## config.mk

```make
export PLATFORM = sky130hd
export DESIGN_NAME = tx_packet_dispatcher
export DESIGN_NICKNAME = d
export VERILOG_FILES = /design/src/rtl/tx_packet_dispatcher.sv
export SDC_FILE = /design/constraint.sdc
export NUM_CORES = 1
export LEC_CHECK = 0
export ABC_CLOCK_PERIOD_IN_PS = 3200
export BUFFER_PORTS_ARGS = -buffer_cell sky130_fd_sc_hd__buf_2
export CAP_MARGIN = 20
export CORE_MARGIN = 4
export CORE_UTILIZATION = 45
export DETAILED_ROUTE_END_ITERATION = 6
export GPL_TIMING_DRIVEN = 0
export PLACE_DENSITY = 0.77
export SETUP_SLACK_MARGIN = 0.3
export SLEW_MARGIN = 15
export SYNTH_ARGS = -nofsm -noshare
export SYNTH_HDL_FRONTEND = slang
export SYNTH_SLANG_ARGS = --single-unit
```

## constraint.sdc

```tcl
create_clock -name txclk -period 3.2 [get_ports txclk]
set_clock_uncertainty 0.05 [all_clocks]
set_input_delay 0.16 -clock txclk [delete_from_list [all_inputs] [get_ports txclk]]
set_output_delay 0.16 -clock txclk [all_outputs]
set_load 0.05 [all_outputs]
```

## src/rtl/tx_packet_dispatcher.sv

```systemverilog
// Parses fixed-size inband TX packets from the USB FIFO and steers payload words to the
// per-channel sample FIFOs or the command FIFO; padding and rejected packets are drained.
module tx_packet_dispatcher #(
  parameter int unsigned NUM_CHAN  = 2,
  parameter int unsigned PKT_WORDS = 256,
  parameter logic [4:0]  CMD_CHAN  = 5'h1F
) (
  input  logic                txclk,
  input  logic                reset,
  input  logic                pkt_avail,
  output logic                fifo_rdreq,
  input  logic [15:0]         fifo_q,
  input  logic [NUM_CHAN-1:0] chan_full,
  output logic [NUM_CHAN-1:0] chan_wrreq,
  input  logic                cmd_full,
  output logic                cmd_wrreq,
  output logic [15:0]         out_data,
  output logic                pkt_valid,
  output logic [4:0]          pkt_chan,
  output logic [8:0]          pkt_len,
  output logic                pkt_sob,
  output logic                pkt_eob,
  output logic [31:0]         pkt_ts,
  output logic                bad_pkt,
  output logic [7:0]          err_count
);

  localparam logic [7:0] LastIdx = 8'(PKT_WORDS - 1);
  localparam logic [8:0] MaxLen  = 9'((PKT_WORDS - 4) * 2);

  typedef enum logic [1:0] {StIdle, StHdr, StPayload, StDrain} state_e;

  state_e              state_q, state_d;
  logic [7:0]          cnt_q, cnt_d;
  logic [7:0]          pay_left_q, pay_left_d;
  logic                run_q;
  logic [8:0]          len_q, len_d;
  logic [4:0]          chan_q, chan_d;
  logic                sob_q, sob_d, eob_q, eob_d;
  logic [15:0]         ts_lo_q, ts_lo_d;
  logic [NUM_CHAN-1:0] dst_chan_q, dst_chan_d;
  logic                dst_cmd_q, dst_cmd_d;
  logic                wr_q, wr_d;
  logic                pkt_valid_q, pkt_valid_d;
  logic                bad_q, bad_d;
  logic [7:0]          err_q, err_d;
  logic [4:0]          pkt_chan_q, pkt_chan_d;
  logic [8:0]          pkt_len_q, pkt_len_d;
  logic                pkt_sob_q, pkt_sob_d, pkt_eob_q, pkt_eob_d;
  logic [31:0]         pkt_ts_q, pkt_ts_d;

  logic                rd_req;
  logic [NUM_CHAN-1:0] chan_sel;
  logic                is_cmd, reject, dst_full;
  logic [7:0]          pay_words;

  always_comb begin
    chan_sel = '0;
    for (int i = 0; i < NUM_CHAN; i++) begin
      chan_sel[i] = (chan_q == 5'(i));
    end
  end

  assign is_cmd    = (chan_q == CMD_CHAN);
  assign reject    = !(|chan_sel || is_cmd) || (len_q > MaxLen);
  assign pay_words = 8'((10'(len_q) + 10'd1) >> 1);
  assign dst_full  = |(chan_full & dst_chan_q) | (cmd_full & dst_cmd_q);

  always_comb begin
    state_d     = state_q;
    cnt_d       = cnt_q;
    pay_left_d  = pay_left_q;
    len_d       = len_q;
    chan_d      = chan_q;
    sob_d       = sob_q;
    eob_d       = eob_q;
    ts_lo_d     = ts_lo_q;
    dst_chan_d  = dst_chan_q;
    dst_cmd_d   = dst_cmd_q;
    err_d       = err_q;
    pkt_chan_d  = pkt_chan_q;
    pkt_len_d   = pkt_len_q;
    pkt_sob_d   = pkt_sob_q;
    pkt_eob_d   = pkt_eob_q;
    pkt_ts_d    = pkt_ts_q;
    pkt_valid_d = 1'b0;
    bad_d       = 1'b0;
    wr_d        = 1'b0;
    rd_req      = 1'b0;

    unique case (state_q)
      StIdle: begin
        if (run_q && pkt_avail) begin
          rd_req  = 1'b1;
          state_d = StHdr;
        end
      end
      StHdr: begin
        // fifo_q holds header word cnt_q-1 while the header streams in.
        case (cnt_q)
          8'd1: begin
            rd_req = 1'b1;
            len_d  = fifo_q[8:0];
          end
          8'd2: begin
            rd_req = 1'b1;
            sob_d  = fifo_q[15];
            eob_d  = fifo_q[14];
            chan_d = fifo_q[4:0];
          end
          8'd3: begin
            rd_req  = 1'b1;
            ts_lo_d = fifo_q;
          end
          default: begin
            pkt_valid_d = 1'b1;
            pkt_chan_d  = chan_q;
            pkt_len_d   = len_q;
            pkt_sob_d   = sob_q;
            pkt_eob_d   = eob_q;
            pkt_ts_d    = {fifo_q, ts_lo_q};
            dst_chan_d  = chan_sel;
            dst_cmd_d   = is_cmd;
            pay_left_d  = pay_words;
            if (reject) begin
              bad_d   = 1'b1;
              state_d = StDrain;
              if (err_q != 8'hFF) err_d = err_q + 8'd1;
            end else if (len_q == 9'd0) begin
              state_d = StDrain;
            end else begin
              state_d = StPayload;
            end
          end
        endcase
      end
      StPayload: begin
        if (!dst_full) begin
          rd_req     = 1'b1;
          wr_d       = 1'b1;
          pay_left_d = pay_left_q - 8'd1;
          if (cnt_q == LastIdx) begin
            state_d = StIdle;
          end else if (pay_left_q == 8'd1) begin
            state_d = StDrain;
          end
        end
      end
      StDrain: begin
        rd_req = 1'b1;
        if (cnt_q == LastIdx) state_d = StIdle;
      end
    endcase

    if (rd_req) cnt_d = cnt_q + 8'd1;
  end

  always_ff @(posedge txclk or negedge reset) begin
    if (!reset) begin
      state_q     <= StIdle;
      cnt_q       <= '0;
      pay_left_q  <= '0;
      run_q       <= 1'b0;
      len_q       <= '0;
      chan_q      <= '0;
      sob_q       <= 1'b0;
      eob_q       <= 1'b0;
      ts_lo_q     <= '0;
      dst_chan_q  <= '0;
      dst_cmd_q   <= 1'b0;
      wr_q        <= 1'b0;
      pkt_valid_q <= 1'b0;
      bad_q       <= 1'b0;
      err_q       <= '0;
      pkt_chan_q  <= '0;
      pkt_len_q   <= '0;
      pkt_sob_q   <= 1'b0;
      pkt_eob_q   <= 1'b0;
      pkt_ts_q    <= '0;
    end else begin
      state_q     <= state_d;
      cnt_q       <= cnt_d;
      pay_left_q  <= pay_left_d;
      run_q       <= 1'b1;
      len_q       <= len_d;
      chan_q      <= chan_d;
      sob_q       <= sob_d;
      eob_q       <= eob_d;
      ts_lo_q     <= ts_lo_d;
      dst_chan_q  <= dst_chan_d;
      dst_cmd_q   <= dst_cmd_d;
      wr_q        <= wr_d;
      pkt_valid_q <= pkt_valid_d;
      bad_q       <= bad_d;
      err_q       <= err_d;
      pkt_chan_q  <= pkt_chan_d;
      pkt_len_q   <= pkt_len_d;
      pkt_sob_q   <= pkt_sob_d;
      pkt_eob_q   <= pkt_eob_d;
      pkt_ts_q    <= pkt_ts_d;
    end
  end

  // run_q keeps rdreq low while reset is held, even with pkt_avail high.
  assign fifo_rdreq = rd_req;
  assign chan_wrreq = wr_q ? dst_chan_q : '0;
  assign cmd_wrreq  = wr_q & dst_cmd_q;
  assign out_data   = wr_q ? fifo_q : 16'h0000;
  assign pkt_valid  = pkt_valid_q;
  assign bad_pkt    = bad_q;
  assign err_count  = err_q;
  assign pkt_chan   = pkt_chan_q;
  assign pkt_len    = pkt_len_q;
  assign pkt_sob    = pkt_sob_q;
  assign pkt_eob    = pkt_eob_q;
  assign pkt_ts     = pkt_ts_q;

endmodule
```

After elaboration in Yosys (flattened, before gate mapping)

Cells that the tools add are included.

Flip-flop bits (word level): 113
Input port bits: 22
Output and inout bits: 78
Word-level logic and storage cells: 88

$add $sub $neg: 4
Order comparisons: 1
Equality and inequality tests: 16
Muxes and demuxes: 24
Bitwise gates (word level): 5
Reduce and logical (&&, ||, !) cells: 18

Operator list:

| operator            | count |
|---|---|
| $add 8x1->8 const B | 2 |
| $eq 8x1->1 const B  | 2 |
| $eq 8x2->1 const B  | 2 |
| $mux 16             | 1 |
| $mux 8              | 2 |
| $pmux 8 s2          | 1 |
| $mux 2              | 7 |
| $mux 1              | 11 |
| $add 9x1->9 const B | 1 |
| $gt 9x9->1 const B  | 1 |
| $logic_not 9->1     | 1 |
| $eq 8x8->1 const B  | 1 |
| $ne 2x2->1 const B  | 4 |
| $ne 8x8->1 const B  | 1 |
| $pmux 2 s4          | 1 |
| $reduce_and 2->1    | 4 |
| $sub 8x1->8 const B | 1 |
| $eq 5x1->1 const B  | 1 |
| $eq 5x5->1 const B  | 1 |
| $logic_not 5->1     | 1 |
| $reduce_and 5->1    | 1 |
| $eq 2x2->1 const B  | 2 |
| $pmux 1 s4          | 1 |
| $reduce_and 4->1    | 1 |
| 14 further kinds    | 17 |

Depth between registers and ports, before layout

Gate-level depths: netlist (run 1).

Depth after elaboration: 8
Depth in mapped cells: 8
Gate-level depth less buffers: 8

Worst setup path before layout (run 1)

No wires, ideal clock.

Path kind: register to register
From: reg cnt_q[5]
To: reg cnt_q[5]
Library setup time: 0.123 ns
Required time: 3.027 ns
Stages on the path, launching flop included: 7
Period minus slack after synthesis: 2.331 ns
Buffers on the path: 0
Setup slack: 0.869 ns
Data arrival time: 2.158 ns
Cell sequence: dfrtp_1 nor4_1 a31o_2 inv_2 nor3_4 nand4_1 xnor2_1

Cells in the longest elaborated chain, start to end: 4
Elaborated cells between the ends (all ways): 7
Those cells by class: 1 x add/sub; 3 x eq/ne; 2 x mux; 1 x reduce/logical

RTL lines:

| what                                            | line | text |
|---|---|---|
| from (decl)                                     | 34   | `logic [7:0] cnt_q, cnt_d;` |
| from (signal assigned)                          | 182  | `cnt_q <= cnt_d;` |
| $eq 8x2->1 / $eq 8x1->1 (equally long branches) | 100  | `case (cnt_q)` |
| $reduce_or 3->1 (no line) (*)                   | n/a  |  |
| $mux 1 (*)                                      | 100  |  |
| $pmux 1 s4 (*)                                  | 91   | `unique case (state_q)` |
| named net fifo_rdreq                            | 11   | `output logic fifo_rdreq,` |

Mark *: on every way through the listed nets, which the timed path passes. The rest lies on a longest branch.
A chain may end at the register's enable or synchronous reset.

Worst setup path after layout (run 1)

From: reg cnt_q[0]
To: out fifo_rdreq

Cells in the longest elaborated chain, start to end: 4
Elaborated cells between the ends (all ways): 6
Those cells by class: 3 x eq/ne; 2 x mux; 1 x reduce/logical

RTL lines:

| what                                            | line |
|---|---|
| $eq 8x2->1 / $eq 8x1->1 (equally long branches) | 100 |
| $reduce_or 3->1 (no line) (*)                   | n/a |
| $mux 1 (*)                                      | 100 |
| $pmux 1 s4 (*)                                  | 91 |
| to (decl)                                       | 11 |

Every way passes the cells marked *; elsewhere a longest branch is shown, timed or not.

==> results.yml, run 1 <==
power:
  p_switching_w: 0.000839
  power_w: 0.00332
  p_int_w: 0.00248
  peakVddDrop_mv: 0.289
  share_comb_of_total_power_pct: 5.0
  powerDensity_nw_per_um2: 520
  p_leak_nw: 3.20
  p_seq_share_pct: 44.2
  p_clk_share_pct: 50.8
  swShare_pct: 25.3
sta:
  whs_ns: 0.0527
  max_freq_mhz: 361
  min_period_ns: 2.77
  setup_violations: 0
  layout_setup_ws_ns: 0.428
  timing.final.max_slew_violations: 0
  tns_ns: 0
  post-route-period-util_pct: 86.6
  slew_headroom_pct: 57.4
  finalHoldViolations: 0
  rsz0062_at_grt: "no"
  worst_pin_slew_ns: 0.632
clocking:
  htree_levels: 4
  path_clk_slew_ns: 0.06
  clock_sinks: 113
  cts_tree: "done"
  clk_latency_ns: 0.52
  max-clock-path-buffers: 2
  numCtsBuffers: 17
  root_buffer: "clkbuf_8"
route:
  drt.antenna.violating_nets: 0
  via_per_inst: 5.24
  wl_um: 12300
  wire_per_inst_um: 16.0
  vias: 4027
  drt_iter0_markers: 214
  dr.pass1.iters: 4
  drc: 0
placed_design:
  portBuffers: 99
  pre_cts_ws_ns: 0.563
  gp_congestion: 0.864
  dp_hpwl_um: 8440
yosys:
  synth_nets: 508
  synth-seq-cells: 113
  postSynthAreaPerCell_um2: 10.3
  synthesis.area_um2: 4930
  postSynthCellCount: 478
  ys_types: 45
  synth_flop_cell: "dfrtp_1"
  synth-seq-area-share_pct: 57.3
  synth_edf_count: 0
  yosys_warnings: 0
  async_flop_share_pct: 100
setup_path:
  cp-start-kind: "register"
  r2r_slack_ns: 0.56
  cp-end-kind: "output pin"
  r2r_cells: 7
  r2r-end: "err_count[1]"
  path_class: "reg2out"
  r2r_start: "cnt_q[0]"
  crit_fanout: 9
  worstPathRequired_ns: 2.99
  cp-startpoint: "cnt_q[0]"
  worstPathArrival_ns: 2.56
  cp-endpoint: "fifo_rdreq"
floorplanning:
  die_h_um: 113
  core_area_um2: 10500
  pin_count: 100
  start_util_pct: 46.9
  row_count: 37
  die_x_um: 113
  dieArea_um2: 12700
final_layout:
  fin_util_pct: 60.8
  drive_gt1_share_pct: 28.6
  syn_to_final_growth_pct: 29.5
  diodes: 0
  fin_nets: 649
grt:
  antenna_found_initial: 0
  busiest_layer: "met2"
  grt_use_total_pct: 20.5
  met3_usage_pct: 5.44
  grt_pass1_wl_um: 20800
  grt_overflow_total: 0
  met1_usage_pct: 24.4
  grt_util_met2_pct: 35.7
  grt_max_degree: 79
  grt_pass1_vias: 4211
run:
  max_cap_violations: 0
hold_path:
  hold_class: "in2async"
status:
  status: "finished, final reports clean"
## stage by stage
stage	cells	instance area, um2
2_1_floorplan	478	4930
5_1_grt	768	6380
4_1_cts	765	6360
6_report	768	6380
3_5_place_dp	714	5630
3_3_place_gp	713	5600
## layout make-up
class | instances | area [um2]
timing repair buffer | 122 | 737
clock inverter | 15 | 126
fill | 841 | 4120
tap | 136 | 170
buffer | 17 | 65.1
sequential | 113 | 2830
clock buffer | 17 | 414
inverter | 12 | 45.0
multi-input combinational | 336 | 2000
## critical path, stage by stage (launching register included)
cell,delay (ns)
dfrtp_1,0.45
inv_1,0.11
ha_1,0.23
or3_1,0.41
a31o_2,0.29
inv_2,0.20
nor3_4,0.11
buf_2,0.23
## cell usage after synthesis, types with 5 or more instances
cell,count,area [um2]
clkbuf_1,9,33.8
and3_1,6,37.5
o21ai_0,8,40.0
mux2_2,33,372
xor2_1,5,43.8
inv_1,11,41.3
a21oi_1,10,50.1
nor2_1,11,41.3
ha_1,8,100
nand3_1,11,55.1
nand4_1,8,50.1
buf_1,7,26.3
xnor2_1,14,123
nand2_1,152,571
nor3_1,5,25.0
and2_1,20,125
dfrtp_1,113,2830
## timing repair
item | CTS | global route
pin swaps | 1 | 1
hold endpoints to repair | 161 | 0
gates resized for setup | 1 | 0
setup endpoints to repair | 1 | 1
gates cloned | 0 | 0
hold buffers | 17 | 0
setup buffers | 2 | 3
## flip-flops by register name, indices dropped and copies added, names as in the netlist
signal	cells
pkt_ts	32
ts_lo_q	16
len_q	9
pkt_len	9
cnt_q	8
err_count	8
pay_left_q	8
chan_q	5
pkt_chan	5
dst_chan_q	2
state_q	2
bad_pkt	1
dst_cmd_q	1
eob_q	1
pkt_eob	1
pkt_sob	1
pkt_valid	1
run_q	1
sob_q	1
wr_q	1
## power groups by stage
stage               clock network (W)   logic, W  registers [W]
floorplan                           0  0.0000784        0.00149
global placement                    0   0.000144        0.00149
detailed placement                  0   0.000151        0.00149
CTS                           0.00170   0.000169        0.00147
global route                  0.00178   0.000183        0.00147
finish                        0.00169   0.000167        0.00147
## routing by layer
metal  up-vias  share of wire (%)
met3        18                3.9
met2        96                 53
met1      2024                 41
li1       1889                  -
met4         0                1.7
met5         -                  0
## kinds of logic after synthesis
group / after synthesis / share of synthesized area [%]
AND/OR/NAND/NOR: 231 / 21.2
buffers and inverters: 29 / 2.23
AO/OA/AOI/OAI: 43 / 5.91
adder cells (fa/ha/maj): 8 / 2.03
XOR/XNOR: 19 / 3.37
flip-flops: 113 / 57.3
multiplexers: 34 / 7.84
other: 1 / 0.0760
## layout by cell type, fill, tap and decap left out, drive strengths merged, types with 2 or more instances in the layout
cell type and instances:
nand2 152, dfrtp 113, buf 113, mux2 34, clkbuf 26, and2 21
inv 18, dlygate4sd3 17, xnor2 14, nor2 11, nand3 11, a21oi 11
nand4 8, o21ai 8, ha 8, and3 6, nor3 6, xor2 5
clkinv 5, a211oi 4, clkinvlp 4, nor4 4, nand2b 3, and4 3
o31ai 3, a31oi 3, a311oi 3, a31o 2, or4 2, a221oi 2
## worst min-delay path by stage
stage               depth (start not counted)  slack, ns        from     endpoint
floorplan                                   0      -0.19       reset      bad_pkt
global placement                            3       0.34  fifo_q[13]   pkt_ts[29]
detailed placement                          1       0.03       reset    pkt_ts[1]
CTS                                         2       0.05       reset    pkt_ts[1]
global route                                2       0.10       reset  pkt_chan[0]
finish                                      2       0.05       reset    pkt_ts[1]
No activity file was read; power rests on OpenSTA's default activity.
==> inputs of run 2 (changes only) <==
--- a/config.mk
+++ b/config.mk
@@ -10,6 +10,7 @@
 export CAP_MARGIN = 20
 export CORE_MARGIN = 4
 export CORE_UTILIZATION = 45
+export CTS_BUF_LIST = sky130_fd_sc_hd__clkbuf_8
 export DETAILED_ROUTE_END_ITERATION = 6
 export GPL_TIMING_DRIVEN = 0
 export PLACE_DENSITY = 0.77
==> run 2 against run 1 <==
Net effect:
- combinational power is essentially flat
- sequential power hardly changed
- clock power shrank 29%
- highest routed layer unchanged
- largest power group is now sequential cells
- utilization is 1.9 points lower
- worst hold slack better by 0.092 ns
- register-to-register slack barely moved
- maximum frequency grew 3.3%
==> results.yml, run 2 (synthesized netlist as in run 1, its figures left out) <==
clocking:
  htree_levels: 4
  clk_latency_ns: 0.43
  max-clock-path-buffers: 2
  numCtsBuffers: 17
  clock_sinks: 113
  root_buffer: "clkbuf_8"
  cts_tree: "done"
  path_clk_slew_ns: 0.07
route:
  via_per_inst: 5.15
  dr.pass1.iters: 4
  drt_iter0_markers: 219
  drc: 0
  drt.antenna.violating_nets: 0
  wl_um: 11900
  wire_per_inst_um: 15.5
  vias: 3936
setup_path:
  path_class: "reg2out"
  cp-startpoint: "cnt_q[0]"
  crit_fanout: 10
  path_delay_family: "buffers and inverters"
  r2r-end: "err_count[1]"
  r2r_cells: 7
  cpPeakStageDelay_ns: 0.46
  cp-start-kind: "register"
  worstPathArrival_ns: 2.47
  crit_chain: "inv_1 > ha_1 > or3_1 > a31o_2 > inv_2 > nor3_4 > buf_2"
  cp-endpoint: "fifo_rdreq"
  r2r_slack_ns: 0.56
  r2r_start: "cnt_q[0]"
  cp-end-kind: "output pin"
  cp.depth: 7
  worstPathRequired_ns: 2.99
  crit_slowest_cell: "dfrtp_1"
  cp_num_buf_inv: 3
placed_design:
  gp_congestion: 0.864
  place_inst: 714
  dp_hpwl_um: 8440
  portBuffers: 99
floorplanning:
  dieArea_um2: 12700
  pin_count: 100
  die_h_um: 113
  row_count: 37
  die_x_um: 113
  start_util_pct: 46.9
  core_area_um2: 10500
grt:
  met1_usage_pct: 24.0
  grt_util_met2_pct: 34.3
  grt_use_total_pct: 19.6
  grt_pass1_vias: 4109
  met3_usage_pct: 4.31
  grt_pass1_wl_um: 20000
  antenna_found_initial: 0
  busiest_layer: "met2"
  grt_overflow_total: 0
  grt_max_degree: 79
sta:
  max_freq_mhz: 373
  worst_pin_slew_ns: 0.583
  min_period_ns: 2.68
  timing.final.max_slew_violations: 0
  rsz0062_at_grt: "no"
  setup_violations: 0
  finalHoldViolations: 0
  whs_ns: 0.145
  post-route-period-util_pct: 83.8
  tns_ns: 0
  slew_headroom_pct: 60.7
final_layout:
  final_common_cell: "nand2_1"
  layout_common_cells: "152 x nand2_1, 113 x dfrtp_1, 99 x buf_2"
  final_cells: 765
  drive_gt1_share_pct: 28.3
  largest_reg_flops: 32
  fin_nets: 646
  syn_to_final_growth_pct: 25.4
  diodes: 0
power:
  peakVddDrop_mv: 0.317
  p_seq_share_pct: 51.7
  p_switching_w: 0.000771
  swShare_pct: 27.2
  powerDensity_nw_per_um2: 458
  p_int_w: 0.00206
  p_clk_share_pct: 42.4
  p_leak_nw: 3.10
  share_comb_of_total_power_pct: 5.9
status:
  status: "finished, final reports clean"
hold_path:
  hold_class: "in2async"
run:
  max_cap_violations: 0
## run 2: power by group through the flow
| stage | Sequential (W) | Clock (W) | Combinational [W] |
|---|---|---|---|
| 2_1_floorplan | 0.00149 | 0 | 0.0000784 |
| 3_3_place_gp | 0.00149 | 0 | 0.000144 |
| 3_5_place_dp | 0.00149 | 0 | 0.000151 |
| 4_1_cts | 0.00146 | 0.00122 | 0.000168 |
| 5_1_grt | 0.00147 | 0.00129 | 0.000183 |
| 6_report | 0.00146 | 0.00120 | 0.000166 |
## run 2: how the worst min path moves through the flow
stage | slack (ns) | end | from
final | 0.14 | pkt_ts[1] | reset
after global placement | 0.34 | pkt_ts[29] | fifo_q[13]
after global routing | 0.19 | pkt_ts[3] | reset
after floorplan | -0.19 | bad_pkt | reset
after detailed placement | 0.03 | pkt_ts[1] | reset
after CTS | 0.13 | pkt_ts[1] | reset
## run 2: metal layers
layer,up-vias,part of all wire [%]
met4,0,1.8
met5,-,0
met1,1949,41
li1,1877,-
met2,93,53
met3,17,3.7
## run 2: worst reg2reg max path: stages, from the launching register on
cell and delay [ns]:
dfrtp_1 0.46, inv_1 0.11, ha_1 0.21, or3_1 0.41
a31o_2 0.29, a21oi_1 0.35, and2_1 0.29, mux2_2 0.35
## run 2: stage by stage
step / util, % / total power (W) / area [um2] / setup slack [ns]
5_1_grt: 58.8 / 0.00294 / 6180 / 0.362
6_report: 58.8 / 0.00283 / 6180 / 0.518
4_1_cts: 58.8 / 0.00286 / 6180 / 0.379
2_1_floorplan: - / 0.00157 / 4930 / 0.869
3_5_place_dp: 53.6 / 0.00164 / 5630 / 0.563
3_3_place_gp: 53.3 / 0.00164 / 5600 / 0.632
## run 2: final cells by class
type	instances	area, um2
buffer	17	65.1
clock buffer	17	234
clock inverter	15	126
fill	867	4330
inverter	12	45.0
multi-input combinational	336	2000
sequential	113	2830
tap	136	170
timing repair buffer	119	714
## run 2: repair_timing
item / 4_1_cts / 5_1_grt
pin swaps: 1 / 0
setup endpoints to repair: 1 / 1
resized for setup: 0 / 1
setup buffers: 2 / 0
hold endpoints to repair: 161 / 0
hold buffers: 17 / 0
==> inputs of run 3 (changes only) <==
--- a/config.mk
+++ b/config.mk
@@ -5,7 +5,7 @@
 export SDC_FILE = /design/constraint.sdc
 export NUM_CORES = 1
 export LEC_CHECK = 0
-export ABC_CLOCK_PERIOD_IN_PS = 3200
+export ABC_CLOCK_PERIOD_IN_PS = 2500
 export BUFFER_PORTS_ARGS = -buffer_cell sky130_fd_sc_hd__buf_2
 export CAP_MARGIN = 20
 export CORE_MARGIN = 4
==> constraint.sdc (replaced) <==
create_clock -name txclk -period 2.5 [get_ports txclk]
set_clock_uncertainty 0.05 [all_clocks]
set_input_delay 0.125 -clock txclk [delete_from_list [all_inputs] [get_ports txclk]]
set_output_delay 0.125 -clock txclk [all_outputs]
set_load 0.05 [all_outputs]
==> run 3 against run 2 <==
Net effect:
- utilization grew 3.3 points
- cell area grew 5.5%
- highest routed layer unchanged
- register-to-register slack got worse by 0.32 ns
- cell count up 2.5%
==> results.yml, run 3 (synthesized netlist as in run 1, its figures left out) <==
power:
  peakVddDrop_mv: 0.336
  powerDensity_nw_per_um2: 595
  p_leak_nw: 3.28
final_layout:
  final_common_cell: "nand2_1"
  largest_reg_flops: 32
  fill_cells: 798
  seq_area_um2: 2830
  diodes: 0
  multiInputGateArea_um2: 2100
  fin_nets: 665
  fin_util_pct: 62.1
  stdcell_area_um2: 6530
  drive_gt1_share_pct: 34.3
  layout_common_cells: "151 x nand2_1, 110 x dfrtp_1, 98 x buf_2"
  syn_to_final_growth_pct: 32.3
placed_design:
  portBuffers: 99
  dp_hpwl_um: 8510
  gp_congestion: 0.854
  dpl_cell_area_um2: 5650
floorplanning:
  row_count: 37
  die_x_um: 113
  dieArea_um2: 12700
  start_util_pct: 46.9
  pin_count: 100
  die_h_um: 113
  core_area_um2: 10500
clocking:
  path_clk_slew_ns: 0.07
  cts_tree: "done"
  numCtsBuffers: 17
  max-clock-path-buffers: 2
  clk_latency_ns: 0.43
  clock_sinks: 113
  htree_levels: 4
  root_buffer: "clkbuf_8"
setup_path:
  cpPeakStageDelay_ns: 0.45
  cp-start-kind: "register"
  r2r_start: "cnt_q[5]"
  r2r_slack_ns: 0.24
  crit_chain: "ha_2 > or3_4 > a31o_4 > clkinv_4 > nor3_4 > buf_6"
  cp-end-kind: "output pin"
  worstPathArrival_ns: 2.10
  crit_fanout: 5
  r2r-end: "ts_lo_q[9]"
  r2r_cells: 7
  path_class: "reg2out"
  crit_slowest_cell: "dfrtp_2"
  worstPathRequired_ns: 2.33
route:
  dr.pass1.iters: 7
  drt.antenna.violating_nets: 0
  drt_iter0_markers: 338
  wl_um: 13100
  drc: 0
  via_per_inst: 5.36
  vias: 4203
  wire_per_inst_um: 16.8
sta:
  min_period_ns: 2.27
  max_freq_mhz: 440
  rsz0062_at_grt: "yes"
  worst_pin_slew_ns: 0.536
  timing.final.max_slew_violations: 0
  setup_violations: 0
  slew_headroom_pct: 64.2
  finalHoldViolations: 0
  post-route-period-util_pct: 90.9
status:
  status: "finished, final reports clean"
run:
  max_cap_violations: 0
grt:
  grt_max_degree: 84
  grt_use_total_pct: 21.0
  grt_overflow_total: 0
  antenna_found_initial: 0
  grt_pass1_vias: 4324
  grt_pass1_wl_um: 21200
hold_path:
  hold_class: "in2async"
## run 3: cell types whose count changed in the layout (fill, tap and decap cells not counted), moves of 4 or more
cell | before | now
buf_4 | 2 | 20
inv_6 | 6 | 0
clkbuf_1 | 9 | 5
clkinv_2 | 0 | 4
clkinv_4 | 5 | 1
## run 3: report_power, final
part | leakage [nW] | switching, W | internal [W]
Clock | 0.213 | 0.000740 | 0.00105
Sequential | 1.39 | 0.0000226 | 0.00186
Combinational | 1.68 | 0.000138 | 0.0000799
## run 3: how the worst max path moves through the flow
stage | from | to | cells past startpoint
6_report | cnt_q[0] | fifo_rdreq | 6
5_1_grt | cnt_q[6] | ts_lo_q[9] | 7
4_1_cts | cnt_q[0] | fifo_rdreq | 7
3_5_place_dp | dst_chan_q[0] | pay_left_q[5] | 5
3_3_place_gp | reset | pkt_ts[13] | 1
2_1_floorplan | dst_chan_q[0] | cnt_q[3] | 5
## run 3: area by class of cell
| cell class | instances | area share, % |
|---|---|---|
| buffer | 17 | 1.34 |
| sequential | 113 | 43.4 |
| timing repair buffer | 138 | 13.3 |
| tap | 136 | 2.61 |
| multi-input combinational | 336 | 32.2 |
| inverter | 12 | 0.767 |
| clock buffer | 20 | 4.22 |
| clock inverter | 12 | 2.15 |
## run 3: layer usage
layer | up-vias | part of all wire [%] | GRT usage [%]
li1 | 1919 | - | -
met1 | 2067 | 40 | 25.3
met2 | 175 | 51 | 35.7
met3 | 42 | 6.1 | 5.01
met4 | 0 | 2.8 | 9.62
met5 | - | 0 | 0
## run 3: what timing repair did
| action | CTS | global route |
|---|---|---|
| endpoints found under the setup margin | 84 | 40 |
| buffers inserted | 9 | 12 |
| hold buffers | 17 | 0 |
| resized for setup | 20 | 24 |
| pin swaps | 5 | 10 |
| hold endpoints to repair | 161 | 0 |
## run 3: per-stage QoR
step / hold slack, ns / worst slack (ns) / TNS [ns] / total power (W) / instances
finish: 0.0823 / 0.227 / 0 / 0.00389 / 784
global placement: 0.312 / 0.00320 / 0 / 0.00209 / 713
global route: 0.108 / 0.179 / 0 / 0.00403 / 784
detailed placement: -0.0247 / -0.0152 / -0.0152 / 0.00211 / 714
CTS: 0.0828 / 0.201 / 0 / 0.00389 / 772
floorplan: -0.221 / 0.197 / 0 / 0.00200 / 478
## run 3: critical path: cells and delay by family, from the launching register on
| kind | cells | cell delay, ns |
|---|---|---|
| adders and majority gates | 1 | 0.21 |
| buffers and inverters | 2 | 0.25 |
| AOI/OAI and AO/OA | 1 | 0.29 |
| DFF | 1 | 0.45 |
| and+or+nand+nor | 2 | 0.46 |
